File: config.mk
export PLATFORM = sky130hd
export DESIGN_NAME = bnn_packer_flat
export DESIGN_NICKNAME = d
export VERILOG_FILES = /design/src/rtl/bnn_pkg.sv /design/src/rtl/bnn_packer_if.sv /design/src/rtl/bnn_packer.sv /design/src/flat_wrapper.sv
export SDC_FILE = /design/constraint.sdc
export NUM_CORES = 1
export LEC_CHECK = 0
export ABC_AREA = 1
export ABC_CLOCK_PERIOD_IN_PS = 2040
export CAP_MARGIN = 20
export CELL_PAD_IN_SITES_DETAIL_PLACEMENT = 1
export CELL_PAD_IN_SITES_GLOBAL_PLACEMENT = 2
export CORE_ASPECT_RATIO = 1.75
export CORE_UTILIZATION = 25
export CTS_CLUSTER_DIAMETER = 30
export DETAILED_ROUTE_END_ITERATION = 16
export MAX_ROUTING_LAYER = met4
export PLACE_DENSITY_LB_ADDON = 0.1
export SETUP_SLACK_MARGIN = 0.5
export SYNTH_ARGS = -nofsm -noshare
export SYNTH_HDL_FRONTEND = slang
export SYNTH_SLANG_ARGS = --single-unit
File: constraint.sdc
create_clock -name clk -period 2.04 [get_ports clk]
set_input_delay 0.612 -clock clk [delete_from_list [all_inputs] [get_ports clk]]
set_output_delay 0.612 -clock clk [all_outputs]
set_load 0.02 [all_outputs]
File: src/rtl/bnn_pkg.sv
// Shared BNN constants and pack-state encoding for the activation packer and BNN unit.
package bnn_pkg;

   localparam int unsigned WORD_W  = 32;
   localparam int unsigned DEF_LEN = 9;
   localparam int unsigned CNT_W   = 6;

   typedef enum logic [1:0] {
      PK_EMPTY,
      PK_FILL,
      PK_FULL
   } pack_state_t;

   // Pack lengths live in [1, WORD_W]; zero would never close a word.
   function automatic logic [CNT_W-1:0] clamp_len(input logic [31:0] len);
      if (len == 32'd0) begin
         return CNT_W'(1);
      end else if (len > WORD_W) begin
         return CNT_W'(WORD_W);
      end else begin
         return len[CNT_W-1:0];
      end
   endfunction

endpackage

File: src/rtl/bnn_packer_if.sv
// Activation-in / packed-word-out handshake bundle for bnn_packer.
interface bnn_packer_if;
   import bnn_pkg::*;

   logic              in_valid;
   logic              in_bit;
   logic              in_ready;
   logic              out_valid;
   logic              out_ready;
   logic [WORD_W-1:0] out_word;
   logic [CNT_W-1:0]  out_count;

   modport master (
      output in_valid, in_bit, out_ready,
      input  in_ready, out_valid, out_word, out_count
   );

   modport slave (
      input  in_valid, in_bit, out_ready,
      output in_ready, out_valid, out_word, out_count
   );

endinterface

File: src/rtl/bnn_packer.sv
// Packs 1-bit BNN activations LSB-first into words for the XNOR/popcount operand path.
// Optional BNN_PACK_STATS_EN adds a words_out handshake counter.
module bnn_packer
   import bnn_pkg::*;
(
   input  logic              clk,
   input  logic              reset,
   input  logic              pl_WE,
   input  logic [31:0]       ExtImmE,
   input  logic              flush,
   bnn_packer_if.slave       bus,
   output logic              busy
`ifdef BNN_PACK_STATS_EN
   ,
   output logic [31:0]       words_out
`endif
);

   localparam int unsigned IdxW = $clog2(WORD_W);

   pack_state_t       state_q, state_d;
   logic [WORD_W-1:0] shreg_q, shreg_d;
   logic [CNT_W-1:0]  cnt_q, cnt_d;
   logic [CNT_W-1:0]  pack_len_q, pack_len_d;
   logic [CNT_W-1:0]  cur_len_q, cur_len_d;
   logic              accept;
   logic              drain;

   assign bus.in_ready  = (state_q != PK_FULL);
   assign bus.out_valid = (state_q == PK_FULL);
   assign bus.out_word  = bus.out_valid ? shreg_q : '0;
   assign bus.out_count = bus.out_valid ? cnt_q : '0;
   assign busy          = (state_q != PK_EMPTY);

   assign accept = bus.in_valid & bus.in_ready;
   assign drain  = bus.out_valid & bus.out_ready;

   always_comb begin
      state_d    = state_q;
      shreg_d    = shreg_q;
      cnt_d      = cnt_q;
      cur_len_d  = cur_len_q;
      pack_len_d = pl_WE ? clamp_len(ExtImmE) : pack_len_q;

      unique case (state_q)
         PK_EMPTY: begin
            // Word length is frozen from the pre-write value when the first bit lands.
            if (accept) begin
               shreg_d[0] = bus.in_bit;
               cnt_d      = CNT_W'(1);
               cur_len_d  = pack_len_q;
               state_d    = (pack_len_q == CNT_W'(1)) ? PK_FULL : PK_FILL;
            end
         end
         PK_FILL: begin
            if (accept) begin
               shreg_d[cnt_q[IdxW-1:0]] = bus.in_bit;
               cnt_d                    = cnt_q + CNT_W'(1);
            end
            if ((cnt_d == cur_len_q) || flush) begin
               state_d = PK_FULL;
            end
         end
         PK_FULL: begin
            if (drain) begin
               state_d = PK_EMPTY;
               shreg_d = '0;
               cnt_d   = '0;
            end
         end
         default: begin
            state_d = PK_EMPTY;
            shreg_d = '0;
            cnt_d   = '0;
         end
      endcase
   end

   always_ff @(posedge clk) begin
      if (reset) begin
         state_q    <= PK_EMPTY;
         shreg_q    <= '0;
         cnt_q      <= '0;
         pack_len_q <= CNT_W'(DEF_LEN);
         cur_len_q  <= CNT_W'(DEF_LEN);
      end else begin
         state_q    <= state_d;
         shreg_q    <= shreg_d;
         cnt_q      <= cnt_d;
         pack_len_q <= pack_len_d;
         cur_len_q  <= cur_len_d;
      end
   end

`ifdef BNN_PACK_STATS_EN
   logic [31:0] words_q;

   always_ff @(posedge clk) begin
      if (reset) begin
         words_q <= '0;
      end else if (drain) begin
         words_q <= words_q + 32'd1;
      end
   end

   assign words_out = words_q;
`endif

endmodule

File: src/flat_wrapper.sv
// flat-port wrapper written by rule: the top's interface ports become plain ports
module bnn_packer_flat import bnn_pkg::*;
  (clk, reset, pl_WE, ExtImmE, flush, busy, bus_in_valid, bus_in_bit, bus_out_ready, bus_in_ready, bus_out_valid, bus_out_word, bus_out_count);
  bnn_packer_if bus_i ();
  input  logic clk;
  input  logic reset;
  input  logic pl_WE;
  input  logic [31:0] ExtImmE;
  input  logic flush;
  output logic busy;
  input wire logic [$bits(bus_i.in_valid)-1:0] bus_in_valid;
  input wire logic [$bits(bus_i.in_bit)-1:0] bus_in_bit;
  input wire logic [$bits(bus_i.out_ready)-1:0] bus_out_ready;
  output wire logic [$bits(bus_i.in_ready)-1:0] bus_in_ready;
  output wire logic [$bits(bus_i.out_valid)-1:0] bus_out_valid;
  output wire logic [$bits(bus_i.out_word)-1:0] bus_out_word;
  output wire logic [$bits(bus_i.out_count)-1:0] bus_out_count;
  assign bus_i.in_valid = bus_in_valid;
  assign bus_i.in_bit = bus_in_bit;
  assign bus_i.out_ready = bus_out_ready;
  assign bus_in_ready = bus_i.in_ready;
  assign bus_out_valid = bus_i.out_valid;
  assign bus_out_word = bus_i.out_word;
  assign bus_out_count = bus_i.out_count;
  bnn_packer u_core (.clk(clk), .reset(reset), .pl_WE(pl_WE), .ExtImmE(ExtImmE), .flush(flush), .bus(bus_i), .busy(busy));
endmodule
==> results.py, run 1 <==
metrics = {
    "power_and_ir_drop": {
        "comb_power_share_pct": 40.8,
        "power.switching_uw": 1260,
        "p_int_uw": 2140,
        "p_leak_uw": 0.00199,
        "p_sw_share_pct": 37.2,
        "irDropWorstVdd_mv": 0.318,
        "power_uw": 3400,
        "power_frac_seq_pct": 32.4,
        "powerDensity_nw_per_um2": 644,
        "p_clk_share_pct": 26.8,
    },
    "status": {
        "status": "completed",
    },
    "clock_network": {
        "holdBufCountCts": 0,
        "cts_htree_levels": 2,
        "numCtsBuffers": 5,
        "path_clk_slew_ns": 0.08,
        "clock_path_buffers": 2,
        "cts_sinks": 52,
        "cts-root-buf": "clkbuf_16",
        "cts_tree": "done",
        "clk_latency_ns": 0.30,
    },
    "drt": {
        "post_drt_wl_per_cell_um": 15.5,
        "ant_nets": 0,
        "drc": 0,
        "dr.pass1.iters": 4,
        "dr.first_iter.drc_count": 93,
        "drt_wl_total_mm": 12.0,
        "vias": 3703,
        "avgViaCountPerCell": 4.80,
    },
    "timing": {
        "maxSlewHeadroom_pct": 75.8,
        "final.setup.tns_ns": 0,
        "fin_skew_ns": 0.00840,
        "period_share_pct": 91.6,
        "rsz0062_at_grt": "true",
        "timing_hold_violations_final": 0,
        "min_period_ns": 1.87,
        "fmax_mhz": 535,
        "worst_slew_pin_slew_ns": 0.363,
        "setup_viol": 0,
        "finalMaxSlewViolations": 0,
    },
    "yosys": {
        "synthTopCellsByArea": "dfxtp_1 34%, nand2_1 16%, nor2_1 12%",
        "syn_area_um2": 3050,
        "ys_seq_area_share_pct": 34.1,
        "synth_cells": 509,
        "ys_warn_count": 0,
        "synth_seq_cells": 52,
        "synthesis.nets": 552,
        "yosysTopAreaCell": "dfxtp_1",
        "netlist-cell-type-count": 29,
        "synth_top_area_share_pct": 34.1,
        "syn_area_per_cell_um2": 5.99,
    },
    "grt": {
        "antenna_found_initial": 0,
        "overflow": 0,
        "grt_use_total_pct": 19.8,
        "grt_pass1_vias": 3796,
        "grt_pass1_wl_mm": 18.9,
        "grt_max_degree": 32,
    },
    "setup_path": {
        "worst_r2r_path_depth": 11,
        "reg2reg_slack_ns": 0.18,
        "crit_type": "reg -> out",
        "rr_startpoint": "u_core.state_q[0]",
        "reg2reg_to": "u_core.shreg_q[2]",
        "start_kind": "register",
        "crit_required_ns": 1.43,
        "arrival_ns": 1.26,
        "end_kind": "output pin",
        "cp_max_fo": 7,
    },
    "floorplanning": {
        "chipHeight_um": 148,
        "die_w_um": 85.5,
        "num_io_pins": 80,
        "design.core.area_um2": 11900,
        "dieArea_um2": 12700,
        "initial_core_util_pct": 25.6,
        "rows": 53,
    },
    "flow_run": {
        "drv_cap": 0,
    },
    "place": {
        "place_congestion": 0.808,
        "dpl.hpwl_mm": 7.97,
        "dp_cells": 736,
        "post_dp_cell_area_um2": 4300,
        "port_buffers": 79,
    },
    "finish": {
        "stdcell_area_um2": 5280,
        "nets": 677,
        "ff_latch_area_um2": 1050,
        "fin_cells": 772,
        "area_growth_pct": 73.1,
        "final_core_util_pct": 44.2,
        "diodes": 0,
        "multi_input_area_um2": 2230,
        "drive_above_1_share_pct": 41.6,
        "n_fill_cell": 1499,
    },
    "worst_hold_path": {
        "hold_path_class": "reg -> reg",
        "min_from": "u_core.shreg_q[10]",
        "hold_path_depth": 2,
        "min_to": "u_core.shreg_q[10]",
    },
}
## layout make-up
class	count	area share (%)
repair buffers	140	26.8
multi-input cells	370	42.3
flip-flops and latches	52	19.8
inverters	65	5.02
well taps	137	3.25
clock inverters	1	0.142
clock buffers	7	2.70
## cell usage in the layout (no fill, tap or decap), types with 8 or more instances in the layout
cell type	synthesis	layout
nand3_1	30	21
buf_6	1	42
clkbuf_2	0	14
nand2_2	2	20
nor2_1	99	52
a21oi_2	0	21
o21ai_0	39	38
nor2_2	2	13
dfxtp_1	52	49
nor2_4	1	37
nand3_2	0	8
nand2_1	129	108
buf_2	3	9
inv_1	62	55
buf_4	3	49
a21oi_1	47	27
## state kept, by name, summed over array words and instances (netlist names)
register,cells
u_core.cnt_q,6
u_core.cur_len_q,6
u_core.pack_len_q,6
u_core.shreg_q,32
u_core.state_q,2
## worst max-delay path, stage by stage, from the launching register on
cell       delay, ns
dfxtp_2         0.34
inv_4           0.08
nand2_8         0.12
clkbuf_16       0.21
nor2_4          0.09
buf_6           0.12
## per-stage QoR
step | hold WS, ns | setup slack, ns
2_1_floorplan | 0.444 | 0.422
3_3_place_gp | 0.452 | -0.379
3_5_place_dp | 0.454 | -0.448
4_1_cts | 0.466 | 0.133
5_1_grt | 0.485 | 0.100
6_report | 0.464 | 0.171
## how the worst max path moves through the flow
stage / depth (start not counted) / slack, ns / from / to
CTS: 5 / 0.13 / u_core.state_q[0] / bus_out_word[22]
detailed placement: 15 / -0.45 / bus_in_valid / u_core.state_q[0]
global route: 5 / 0.10 / u_core.state_q[0] / bus_out_word[9]
global placement: 15 / -0.38 / bus_in_valid / u_core.state_q[0]
finish: 5 / 0.17 / u_core.state_q[0] / bus_out_word[19]
floorplan: 4 / 0.42 / u_core.state_q[1] / bus_out_count[0]
## routing by layer
metal	GRT usage, %	share of wire [%]	vias up	wire length [µm]
met1	18.6	36	1747	4340
li1	-	-	1842	-
met3	2.11	2.1	28	250
met4	9.08	3.7	0	448
met5	-	0	-	0
met2	39.2	58	86	6950
## cells by family (layout without fill, tap and decap cells)
family / Yosys count / after routing / share of synthesized area (%)
buffers and inverters: 88 / 213 / 11.6
adders and majority gates: 4 / 4 / 1.64
and+or+nand+nor: 272 / 272 / 36.2
DFF: 52 / 52 / 34.1
AOI/OAI and AO/OA: 93 / 94 / 16.5
## power by group through the flow
| stage | Clock (µW) | Combinational (µW) | Sequential (µW) |
|---|---|---|---|
| global placement | 0 | 1000 | 1110 |
| global route | 960 | 1510 | 1110 |
| finish | 912 | 1390 | 1100 |
| floorplan | 0 | 597 | 1110 |
| CTS | 929 | 1200 | 1100 |
| detailed placement | 0 | 1020 | 1110 |
## cells in the mapped netlist, drive strengths merged
cell	number
a211oi	1
a21oi	48
a221oi	1
and3	1
buf	7
clkbuf	16
clkinv	1
dfxtp	52
ha	4
inv	64
nand2	132
nand3	30
nand3b	2
nor2	102
nor3	3
nor3b	1
o211ai	2
o21ai	40
o31ai	1
or2	1
## what timing repair did
action	CTS	global route
hold endpoints to repair	0	0
resized for setup	357	141
endpoints found under the setup margin	93	87
pin swaps	38	55
gates cloned	6	2
setup buffers	12	8
Power figures use the tool's default switching activity.
==> inputs of run 2 (changes only) <==
- ABC_CLOCK_PERIOD_IN_PS: 2040 -> default
==> results of run 2 <==
No change in the layout: final DEF, timing and power equal those of run 1.
==> inputs of run 3 (changes only) <==
- CTS_BUF_LIST: default -> sky130_fd_sc_hd__clkbuf_4
==> results.py, run 3 (same netlist as run 1, synthesis figures left out) <==
metrics = {
    "status": {
        "status": "completed",
    },
    "floorplanning": {
        "chipHeight_um": 148,
        "num_io_pins": 80,
        "dieArea_um2": 12700,
        "rows": 53,
        "initial_core_util_pct": 25.6,
        "die_w_um": 85.5,
        "design.core.area_um2": 11900,
    },
    "finish": {
        "top_register": "u_core.shreg_q",
        "fin_cells": 778,
        "area_growth_pct": 77.0,
        "final_core_util_pct": 45.2,
        "largest_reg_flops": 32,
        "layout_commonest_cell": "nand2_1",
        "multi_input_area_um2": 2290,
        "layout_common_cells": "101 x nand2_1, 67 x nor2_1, 58 x inv_1, 57 x buf_4, 50 x dfxtp_1",
        "ff_latch_area_um2": 1050,
        "n_fill_cell": 1490,
        "nets": 682,
        "drive_above_1_share_pct": 40.3,
    },
    "worst_hold_path": {
        "hold_path_class": "reg -> reg",
        "min_to": "u_core.shreg_q[14]",
        "hold_path_depth": 2,
        "min_from": "u_core.shreg_q[14]",
    },
    "clock_network": {
        "cts-root-buf": "clkbuf_4",
        "cts_sinks": 52,
        "clock_path_buffers": 2,
        "cts_tree": "done",
        "numCtsBuffers": 5,
        "holdBufCountCts": 0,
        "clk_latency_ns": 0.40,
        "cts_htree_levels": 2,
        "path_clk_slew_ns": 0.17,
    },
    "power_and_ir_drop": {
        "powerDensity_nw_per_um2": 615,
        "p_leak_uw": 0.00219,
        "irDropWorstVdd_mv": 0.251,
    },
    "drt": {
        "avgViaCountPerCell": 4.83,
        "ant_nets": 0,
        "vias": 3761,
        "drc": 0,
        "drt_wl_total_mm": 12.4,
        "dr.first_iter.drc_count": 114,
        "dr.pass1.iters": 4,
        "post_drt_wl_per_cell_um": 15.9,
    },
    "timing": {
        "period_share_pct": 96.9,
        "fmax_mhz": 506,
        "min_period_ns": 1.98,
        "maxSlewHeadroom_pct": 67.9,
        "finalMaxSlewViolations": 0,
        "setup_viol": 0,
        "worst_slew_pin_slew_ns": 0.481,
        "rsz0062_at_grt": "true",
        "timing_hold_violations_final": 0,
        "fin_skew_ns": 0.0218,
    },
    "place": {
        "dp_cells": 736,
        "place_congestion": 0.808,
        "port_buffers": 79,
        "dpl.hpwl_mm": 7.97,
    },
    "setup_path": {
        "worst_r2r_path_depth": 13,
        "cp_max_fo": 13,
        "crit_required_ns": 1.43,
        "crit_start": "u_core.state_q[0]",
        "reg2reg_to": "u_core.shreg_q[20]",
        "crit_type": "reg -> out",
        "end_kind": "output pin",
        "rr_startpoint": "u_core.state_q[0]",
        "start_kind": "register",
        "arrival_ns": 1.36,
        "reg2reg_slack_ns": 0.09,
    },
    "grt": {
        "grt_max_degree": 32,
        "overflow": 0,
        "grt_use_total_pct": 20.5,
        "grt_pass1_wl_mm": 19.5,
        "grt_pass1_vias": 3907,
        "antenna_found_initial": 1,
    },
    "flow_run": {
        "drv_cap": 0,
    },
}
==> run 3: how the worst max path moves through the flow <==
stage,end,slack [ns],depth (start not counted)
floorplan,bus_out_count[0],0.42,4
global placement,u_core.state_q[0],-0.38,15
detailed placement,u_core.state_q[0],-0.45,15
CTS,bus_out_count[4],0.03,5
global route,bus_out_word[6],-0.0009,5
finish,bus_out_word[22],0.06,5
==> run 3: critical path, stage by stage, from the launching register on <==
cell	delay (ns)
dfxtp_2	0.37
inv_4	0.07
nand2_8	0.10
buf_12	0.17
nor2_1	0.10
buf_4	0.15
==> run 3: repair_timing <==
action                                  CTS  global route
cloned                                    8             1
pin swaps                                34            76
buffers inserted                         19             5
endpoints found under the setup margin   90            82
resized for setup                       300           183
==> run 3: routing by layer <==
metal	up-vias	wire length, µm	GRT usage [%]
li1	1862	-	-
met1	1796	4200	18.7
met2	83	7550	42.2
met3	20	277	2.00
met4	0	334	7.42
met5	-	0	-
==> run 3: power breakdown <==
part	internal [µW]	switching (µW)
Clock	145	377
Combinational	786	912
Sequential	1060	33.6
==> run 3: layout make-up <==
| class | instances | area share [%] |
|---|---|---|
| well taps | 137 | 3.17 |
| clock buffers | 6 | 0.834 |
| repair buffers | 145 | 29.2 |
| inverters | 65 | 4.84 |
| multi-input cells | 370 | 42.4 |
| diodes | 1 | 0.0463 |
| clock inverters | 2 | 0.209 |
| flip-flops and latches | 52 | 19.4 |
==> run 3: stage by stage <==
| stage | setup WS, ns | TNS, ns | hold slack (ns) | cell area [µm²] | power, µW |
|---|---|---|---|---|---|
| 6_report | 0.0635 | 0 | 0.468 | 5400 | 3320 |
| 5_1_grt | -0.000932 | -0.00191 | 0.487 | 5400 | 3510 |
| 4_1_cts | 0.0293 | 0 | 0.473 | 4820 | 3030 |
| 3_5_place_dp | -0.448 | -13.75 | 0.454 | 4300 | 2130 |
| 3_3_place_gp | -0.379 | -12.86 | 0.452 | 4300 | 2110 |
| 2_1_floorplan | 0.422 | 0 | 0.444 | 3160 | 1700 |
